===== src/rtl/mlp_pkg.sv =====
// Shared definitions for the MLP layer sequencer: state encoding and default layer geometry.
package mlp_pkg;

    localparam int unsigned DEF_NUM_LAYERS = 2;
    localparam int unsigned DEF_LEN_W      = 10;
    localparam logic [DEF_NUM_LAYERS*DEF_LEN_W-1:0] DEF_LAYER_LEN = {10'd32, 10'd784};

    // Width of the dwell counter used for LOAD/DRAIN/ACT/ARGMAX durations
    localparam int unsigned CNT_W = 16;

    typedef enum logic [3:0] {
        S_IDLE,
        S_LOAD,
        S_CLR,
        S_RUN,
        S_DRAIN,
        S_ACT,
        S_ARGMAX,
        S_NEXT,
        S_DONE
    } state_t;

endpackage


===== src/rtl/mlp_layer_seq_delay.sv =====
// Fixed-depth shift register with synchronous clear; aligns mac_en with the memory read latency.
module seq_delay #(
    parameter int unsigned DEPTH = 1
) (
    input  logic clk,
    input  logic rst,
    input  logic i_clr,
    input  logic i_d,
    output logic o_q
);

    logic [DEPTH-1:0] r_sh;

    always_ff @(posedge clk) begin
        if (rst || i_clr) begin
            r_sh <= '0;
        end else begin
            r_sh[0] <= i_d;
            for (int unsigned i = 1; i < DEPTH; i++) begin
                r_sh[i] <= r_sh[i-1];
            end
        end
    end

    assign o_q = r_sh[DEPTH-1];

endmodule


===== src/rtl/mlp_layer_seq.sv =====
// Control sequencer for a layered MLP inference engine: walks a shared MAC datapath through
// load, bias-clear, input streaming, drain and activation per layer, then argmax per image.
module mlp_layer_seq
    import mlp_pkg::*;
#(
    parameter int unsigned NUM_LAYERS = DEF_NUM_LAYERS,
    parameter int unsigned LEN_W      = DEF_LEN_W,
    parameter logic [NUM_LAYERS*LEN_W-1:0] LAYER_LEN = DEF_LAYER_LEN,
    parameter int unsigned PIPE_LAT   = 1,
    parameter int unsigned LOAD_CYC   = 2,
    parameter int unsigned ACT_CYC    = 2,
    parameter int unsigned LAYER_W    = 2
) (
    input  logic               clk,
    input  logic               rst,
    input  logic               start,
    input  logic               abort,
    input  logic [7:0]         num_imgs,
    output logic               busy,
    output logic               load_img,
    output logic [LAYER_W-1:0] layer_idx,
    output logic               mac_clr,
    output logic [LEN_W-1:0]   addr,
    output logic               addr_vld,
    output logic               mac_en,
    output logic               act_en,
    output logic               find_max,
    output logic               img_done,
    output logic [7:0]         img_idx,
    output logic               done,
    output logic               aborted
);

    state_t             r_state;
    state_t             w_next;
    logic [CNT_W-1:0]   r_cnt;
    logic [LEN_W-1:0]   r_addr;
    logic [LAYER_W-1:0] r_layer;
    logic [7:0]         r_img;
    logic [7:0]         r_num;
    logic               r_aborted;

    logic [LEN_W-1:0]   w_len;
    logic               w_run_last;
    logic               w_last_layer;
    logic               w_last_img;
    logic               w_abort;
    logic               w_mac_en;

    always_comb begin
        w_len        = LAYER_LEN[int'(r_layer)*LEN_W +: LEN_W];
        w_run_last   = (r_addr == w_len - 1'b1);
        w_last_layer = (r_layer == LAYER_W'(NUM_LAYERS - 1));
        w_last_img   = (r_img == r_num - 8'd1);
        w_abort      = abort && (r_state != S_IDLE);
    end

    always_ff @(posedge clk) begin
        if (rst) begin
            r_state <= S_IDLE;
        end else begin
            r_state <= w_next;
        end
    end

    // Abort outranks start, so abort+start in IDLE stays in IDLE
    always_comb begin
        w_next = r_state;
        if (abort) begin
            w_next = S_IDLE;
        end else begin
            case (r_state)
                S_IDLE:   if (start) w_next = S_LOAD;
                S_LOAD:   if (r_cnt == CNT_W'(LOAD_CYC - 1)) w_next = S_CLR;
                S_CLR:    w_next = S_RUN;
                S_RUN:    if (w_run_last) w_next = S_DRAIN;
                S_DRAIN:  if (r_cnt == CNT_W'(PIPE_LAT - 1))
                              w_next = w_last_layer ? S_ARGMAX : S_ACT;
                S_ACT:    if (r_cnt == CNT_W'(ACT_CYC - 1)) w_next = S_CLR;
                S_ARGMAX: if (r_cnt == CNT_W'(1)) w_next = S_NEXT;
                S_NEXT:   w_next = w_last_img ? S_DONE : S_LOAD;
                S_DONE:   w_next = S_IDLE;
                default:  w_next = S_IDLE;
            endcase
        end
    end

    always_ff @(posedge clk) begin
        if (rst) begin
            r_cnt     <= '0;
            r_addr    <= '0;
            r_layer   <= '0;
            r_img     <= '0;
            r_num     <= '0;
            r_aborted <= 1'b0;
        end else begin
            r_aborted <= w_abort;
            if (w_abort) begin
                r_cnt   <= '0;
                r_addr  <= '0;
                r_layer <= '0;
                r_img   <= '0;
            end else begin
                // Dwell counter idles at zero in IDLE and RUN so it can never wrap
                if (w_next != r_state || r_state == S_IDLE || r_state == S_RUN)
                    r_cnt <= '0;
                else
                    r_cnt <= r_cnt + 1'b1;

                if (r_state == S_CLR)
                    r_addr <= '0;
                else if (r_state == S_RUN && !w_run_last)
                    r_addr <= r_addr + 1'b1;

                if (r_state == S_IDLE && w_next == S_LOAD) begin
                    r_layer <= '0;
                    r_img   <= '0;
                    r_num   <= (num_imgs == 8'd0) ? 8'd1 : num_imgs;
                end else if (r_state == S_ACT && w_next == S_CLR) begin
                    r_layer <= r_layer + 1'b1;
                end else if (r_state == S_NEXT && !w_last_img) begin
                    r_layer <= '0;
                    r_img   <= r_img + 8'd1;
                end
            end
        end
    end

    seq_delay #(
        .DEPTH (PIPE_LAT)
    ) u_delay (
        .clk   (clk),
        .rst   (rst),
        .i_clr (w_abort),
        .i_d   (r_state == S_RUN),
        .o_q   (w_mac_en)
    );

    always_comb begin
        busy      = (r_state != S_IDLE);
        load_img  = (r_state == S_LOAD) && (r_cnt == '0);
        layer_idx = r_layer;
        mac_clr   = (r_state == S_CLR);
        addr      = r_addr;
        addr_vld  = (r_state == S_RUN);
        mac_en    = w_mac_en;
        act_en    = (r_state == S_ACT) && (r_cnt == '0);
        find_max  = (r_state == S_ARGMAX) && (r_cnt == '0);
        img_done  = (r_state == S_NEXT);
        img_idx   = r_img;
        done      = (r_state == S_DONE);
        aborted   = r_aborted;
    end

endmodule


===== config.mk =====
export PLATFORM = sky130hd
export DESIGN_NAME = mlp_layer_seq
export DESIGN_NICKNAME = d
export VERILOG_FILES = /design/src/rtl/mlp_pkg.sv /design/src/rtl/mlp_layer_seq_delay.sv /design/src/rtl/mlp_layer_seq.sv
export SDC_FILE = /design/constraint.sdc
export NUM_CORES = 1
export LEC_CHECK = 0
export CORE_MARGIN = 4
export CORE_UTILIZATION = 54
export DETAILED_ROUTE_END_ITERATION = 10
export GPL_ROUTABILITY_DRIVEN = 0
export PLACE_DENSITY = 0.77
export SLEW_MARGIN = 20
export SYNTH_ARGS = -nofsm -noshare
export SYNTH_HDL_FRONTEND = slang
export SYNTH_SLANG_ARGS = --single-unit
export TNS_END_PERCENT = 30

===== constraint.sdc =====
create_clock -name clk -period 3.73 [get_ports clk]
set_clock_uncertainty 0.1 [all_clocks]
set_input_delay 0.746 -clock clk [delete_from_list [all_inputs] [get_ports clk]]
set_output_delay 0.746 -clock clk [all_outputs]
set_load 0.02 [all_outputs]

[Yosys cells after proc, flatten, opt, wreduce, memory -nomap -nowiden]
Cells that the tools add are included.
Operators by class
  reductions and logical operators: 24
  multiply operators: 1
  bitwise operators: 2
  add/subtract/negate cells: 6
  multiplexer cells: 12
  equality and inequality tests: 15
  shift-type cells: 1
Operators with widths (number)
  $mux 4: 7
  $pmux 4 s7: 1
  $shiftx 20x7->10 const A: 1
  $add 16x1->16 const B: 1
  $eq 16x1->1 const B: 1
  $eq 4x3->1 const B: 4
  $logic_not 16->1: 1
  $eq 4x2->1 const B: 3
  $add 10x1->10 const B: 1
  $eq 10x10->1: 1
  $sub 10x1->10 const B: 1
  $reduce_or 3->1: 3
  $add 8x1->8 const B: 1
  $eq 4x1->1 const B: 2
  $eq 8x8->1: 1
  $logic_and 1x1->1: 8
  $logic_not 8->1: 1
  $mux 8: 1
  $sub 8x1->8 const B: 1
  $mux 2: 3
  $mul 2x3->5 const B: 1
  $eq 4x4->1 const B: 1
  $logic_not 4->1: 1
  $ne 4x4->1: 1
  other kinds (9): 14
Word-level totals
  output and inout port bits: 30
  input bits: 12
  bits in registers: 50
  word-level logic and storage cells: 69

[Depth between registers and ports, before layout]
  depth after elaboration: 11
  mapped depth: 12
  gate-level depth less buffers: 11

[By module]
Synthesis repeated with hierarchy kept, for this count alone.
Unflattened totals
  cells, all modules: 330
  area total of the unflattened synthesis: 2740.1 um2
Modules (own cells, without submodules)
  mlp_layer_seq: area an instance 2707.6 um2, times used 1, seq. area each 980.9 um2, cells each 328
  seq_delay: area an instance 32.5 um2, times used 1, seq. area each 20.0 um2, cells each 2

[Least setup slack after synthesis]
Ideal clock, no wire load.
  path type: register -> register
  start point: reg r_layer[0] (netlist: layer_idx[0])
  end point: reg r_num[2]
  clock period less this slack: 2.901 ns
  setup time: 0.128 ns
  setup slack: 0.829 ns
  buffers on the path: 1
  arrival: 2.674 ns
  stages on the path, launching flop included: 12
  data required time: 3.502 ns
  cells stage by stage: dfxtp_1 -> ha_1 -> inv_1 -> ha_1 -> xnor2_1 -> or3_1 -> o21ai_0 -> o311ai_4 -> o21ai_2 -> buf_6 -> mux2i_1 -> nor2_1
On the way
  word-level cells in the longest chain between the ends: 10
  elaborated cells between the ends (all ways): 13
  classes of those cells: add/sub (1); mul (1); eq/ne (3); shift (1); mux (5); reduce/logical (2)
RTL lines
  from (decl): line mlp_layer_seq.sv:38  | logic [LAYER_W-1:0] r_layer;
  from (signal assigned): line mlp_layer_seq.sv:120  | r_layer <= r_layer + 1'b1;
  $mul 2x3->5: line mlp_layer_seq.sv:51  | w_len = LAYER_LEN[int'(r_layer)*LEN_W +: LEN_W];
  $shiftx 20x7->10: line mlp_layer_seq.sv:51
  $sub 10x1->10: line mlp_layer_seq.sv:52  | w_run_last = (r_addr == w_len - 1'b1);
  $eq 10x10->1: line mlp_layer_seq.sv:52
  $mux 4: line mlp_layer_seq.sv:76  | S_RUN: if (w_run_last) w_next = S_DRAIN;
  $pmux 4 s7 (*): line mlp_layer_seq.sv:72  | case (r_state)
  $mux 4 (*): line mlp_layer_seq.sv:69  | if (abort) begin
  $eq 4x1->1 (*): line mlp_layer_seq.sv:115  | if (r_state == S_IDLE && w_next == S_LOAD) begin
  $logic_and 1x1->1 (*): line mlp_layer_seq.sv:115
  $reduce_and 2->1 (no source line) (*)
  to (signal assigned): line mlp_layer_seq.sv:118  | r_num <= (num_imgs == 8'd0) ? 8'd1 : num_imgs;
  to (decl): line mlp_layer_seq.sv:40  | logic [7:0] r_num;
Mark *: on every way between the ends. The rest lies on a longest branch, timed or not.
A chain may end at the register's enable or synchronous reset.

[Worst setup path in the final report]
  start point: reg r_cnt[10]
  end point: out find_max
On the way
  word-level cells in the longest chain between the ends: 2
RTL lines
  from (decl): line mlp_layer_seq.sv:36  | logic [CNT_W-1:0] r_cnt;
  from (signal assigned): line mlp_layer_seq.sv:108  | r_cnt <= r_cnt + 1'b1;
  $logic_not 16->1: line mlp_layer_seq.sv:148  | find_max = (r_state == S_ARGMAX) && (r_cnt == '0);
  $logic_and 1x1->1: line mlp_layer_seq.sv:148
  to (decl): line mlp_layer_seq.sv:27  | output logic find_max,
No other way between the ends.

==> flow_metrics.py <==
metrics = {
    "yosys": {
        "yosysSeqAreaShare_pct": 35.3,
        "yosysUniqueCellTypes": 54,
        "synth_seq_cells": 50,
        "synth_top_area_share_pct": 35.3,
        "yosys-top-cells-count": "nor2_1 (54), dfxtp_1 (50), xnor2_1 (21)",
        "async_flop_share_pct": 0,
        "synth_area_per_cell_um2": 8.47,
        "postSynthNetCount": 357,
        "syn_inst": 335,
        "synthFlopType": "dfxtp_1",
        "synth_edf_count": 0,
        "synth_area_leaders": "dfxtp_1 (35%), nor2_1 (7.1%), xnor2_1 (6.5%)",
        "ys_warn_count": 0,
        "syn_area_mm2": 0.00284,
        "yosysMostFrequentCell": "nor2_1",
        "yosysTopAreaCell": "dfxtp_1",
    },
    "route": {
        "avgRoutedWirePerCell_um": 14.1,
        "drt_iter0_drc": 140,
        "vias_per_cell": 5.54,
        "ant_nets": 0,
        "num_vias": 2481,
        "firstDrtPassIters": 5,
        "drcViolationCount": 0,
        "wirelength_um": 6310,
    },
    "power_and_ir_drop": {
        "pwr_density_cell_mw_per_mm2": 285,
        "total_power_w": 0.000969,
        "p_leak_nw": 1.22,
        "ir_drop_v": 0.000242,
    },
    "global_routing": {
        "grt_max_degree": 17,
        "grt_use_total_pct": 21.1,
        "antenna_found_initial": 0,
        "grt_overflow": 0,
        "grt_pass1_vias": 2388,
        "grt_pass1_wl_um": 10900,
    },
    "setup_path": {
        "crit_path_start_kind": "register",
        "endpoint_kind": "output pin",
        "slowest_stage": "clkdlybuf4s50_1",
        "criticalPathCategory": "reg -> out",
        "max_stage_delay_ps": 650,
        "crit_required_ps": 2880,
        "crit_arrival_ps": 2620,
        "crit_fanout": 7,
        "crit_chain": "or4_4, nor4_4, nand4_2, nor3b_1, clkdlybuf4s50_1",
        "r2r_slack_ps": 660,
    },
    "sta": {
        "period_needed_ps": 3470,
        "max_slew_margin_pct": 51.9,
        "max_freq_mhz": 288,
        "worst_pin_slew_ps": 717,
        "fin_tns_setup_ps": 0,
        "hold_ws_ps": 392,
        "rsz0062_at_grt": "false",
        "setup_viol": 0,
        "setup_slack_ps": 260,
        "finalMaxSlewViolations": 0,
        "fin_crit_sh_pct": 93.0,
        "finalHoldViolCount": 0,
    },
    "die": {
        "io_pins": 42,
        "die_x_um": 80.5,
        "row_count": 26,
        "die_area_mm2": 0.00648,
        "initial_core_util_pct": 55.6,
        "fp.dieH_um": 80.5,
        "core_mm2": 0.00511,
    },
    "cells_and_area": {
        "drive_above_1_share_pct": 7.67,
        "nNetsFinal": 399,
        "n_fill_cell": 437,
        "area_growth_pct": 19.8,
        "n_antenna_cell": 0,
        "multi_input_area_mm2": 0.00173,
        "finalInstanceArea_mm2": 0.00340,
        "regArea_mm2": 0.00100,
    },
    "clock_tree": {
        "h-tree-depth": 2,
        "clockBufferDepth": 2,
        "cts_root_buf": "clkbuf_8",
        "clk_pin_slew_ps": 90,
        "cts_tree": "built",
        "numCtsBuffers": 5,
        "ctsHoldBuffers": 0,
        "postCtsSetupBuffers": 0,
        "cts_resized": 0,
        "clock_sinks": 50,
        "clock_latency_ps": 300,
    },
    "placement": {
        "place_ws_ps": 560,
        "hpwl_um": 4810,
        "placed_cell_area_mm2": 0.00331,
        "port_buffers": 41,
    },
    "flow_run": {
        "maxCapViolations": 0,
    },
    "status": {
        "status": "complete, no violations",
    },
    "min_path": {
        "hold_path.class": "reg -> reg",
    },
}
[routing by layer]
| metal | vias to the layer above | part of all wire, % | global-route usage (%) |
|---|---|---|---|
| li1 | 1275 | - | - |
| met1 | 1147 | 48 | 28.2 |
| met2 | 51 | 46 | 33.9 |
| met3 | 8 | 4.7 | 4.26 |
| met4 | 0 | 1.4 | 6.76 |
| met5 | - | 0 | 0 |
[sequential cells by signal, indices dropped and copies added, names as in the netlist]
| name | count |
|---|---|
| r_state | 4 |
| aborted | 1 |
| u_delay.o_q | 1 |
| img_idx | 8 |
| r_cnt | 16 |
| addr | 10 |
| layer_idx | 2 |
| r_num | 8 |
[cell families (layout without fill, tap and decap cells)]
family | after synthesis | after routing | synth area share (%)
buffers and inverters | 26 | 69 | 3.97
muxes | 10 | 10 | 3.53
and+or+nand+nor | 156 | 156 | 29.8
adders and majority gates | 10 | 10 | 4.41
AOI/OAI and AO/OA | 47 | 47 | 11.9
xor gates and xnor gates | 36 | 36 | 11.1
DFF | 50 | 50 | 35.3
[power breakdown]
part / internal, W / switching, W / leakage [nW]
Clock: 0.000150 / 0.000175 / 0.0482
Combinational: 0.0000430 / 0.0000529 / 0.764
Sequential: 0.000539 / 0.00000840 / 0.404
[critical path, delay by kind of cell, from the launching register on]
family                 cells  cell delay (ps)
flip-flops                 1              380
buffers and inverters      1              650
AND/OR/NAND/NOR            4             1300
[final cells by class]
type / instances / share of cell area [%]
sequential: 50 / 29.4
clock buffer: 7 / 2.54
multi-input combinational: 259 / 50.7
inverter: 17 / 1.88
clock inverter: 1 / 0.147
tap: 70 / 2.57
timing repair buffer: 44 / 12.7
[stage by stage]
step,util (%),cells
floorplan,-,335
global placement,64.8,440
detailed placement,64.8,440
CTS,66.6,448
global route,66.6,448
finish,66.6,448
[worst paths after layout]
check / depth (start not counted) / from / to
worst max-delay path: 5 / r_cnt[10] / find_max
worst min-delay path: 2 / layer_idx[1] / layer_idx[1]
worst max register to register: 11 / layer_idx[1] / r_cnt[1]
worst min register to register: 2 / layer_idx[1] / layer_idx[1]
[placed cells by master (no fill, tap or decap), types with 2 or more instances in the layout]
master           Yosys  routed
a2111oi_0            2       2
a211oi_1             3       3
a21o_1               2       2
a21oi_1             14      14
and2_1               2       2
and3_1              11      11
and3_2               2       2
buf_4                0       3
clkbuf_8             0       6
clkdlybuf4s50_1      0      41
dfxtp_1             50      50
ha_1                10      10
inv_1               17      17
mux2i_1             10      10
nand2_1             15      15
nand2b_1             2       2
nand3_1             18      18
nand4_1              9       9
nor2_1              54      54
nor2_2               2       2
nor2b_1              4       4
nor3_1               7       7
nor3b_1              2       2
nor4_1               9       9
nor4_4               2       2
o211ai_1             2       2
o21ai_0             10      10
o311ai_4             2       2
or2_2                2       2
or3_1                3       3
or4_1                2       2
or4_4                2       2
xnor2_1             21      21
xor2_1              15      15
(Power assumes the default switching activity.)
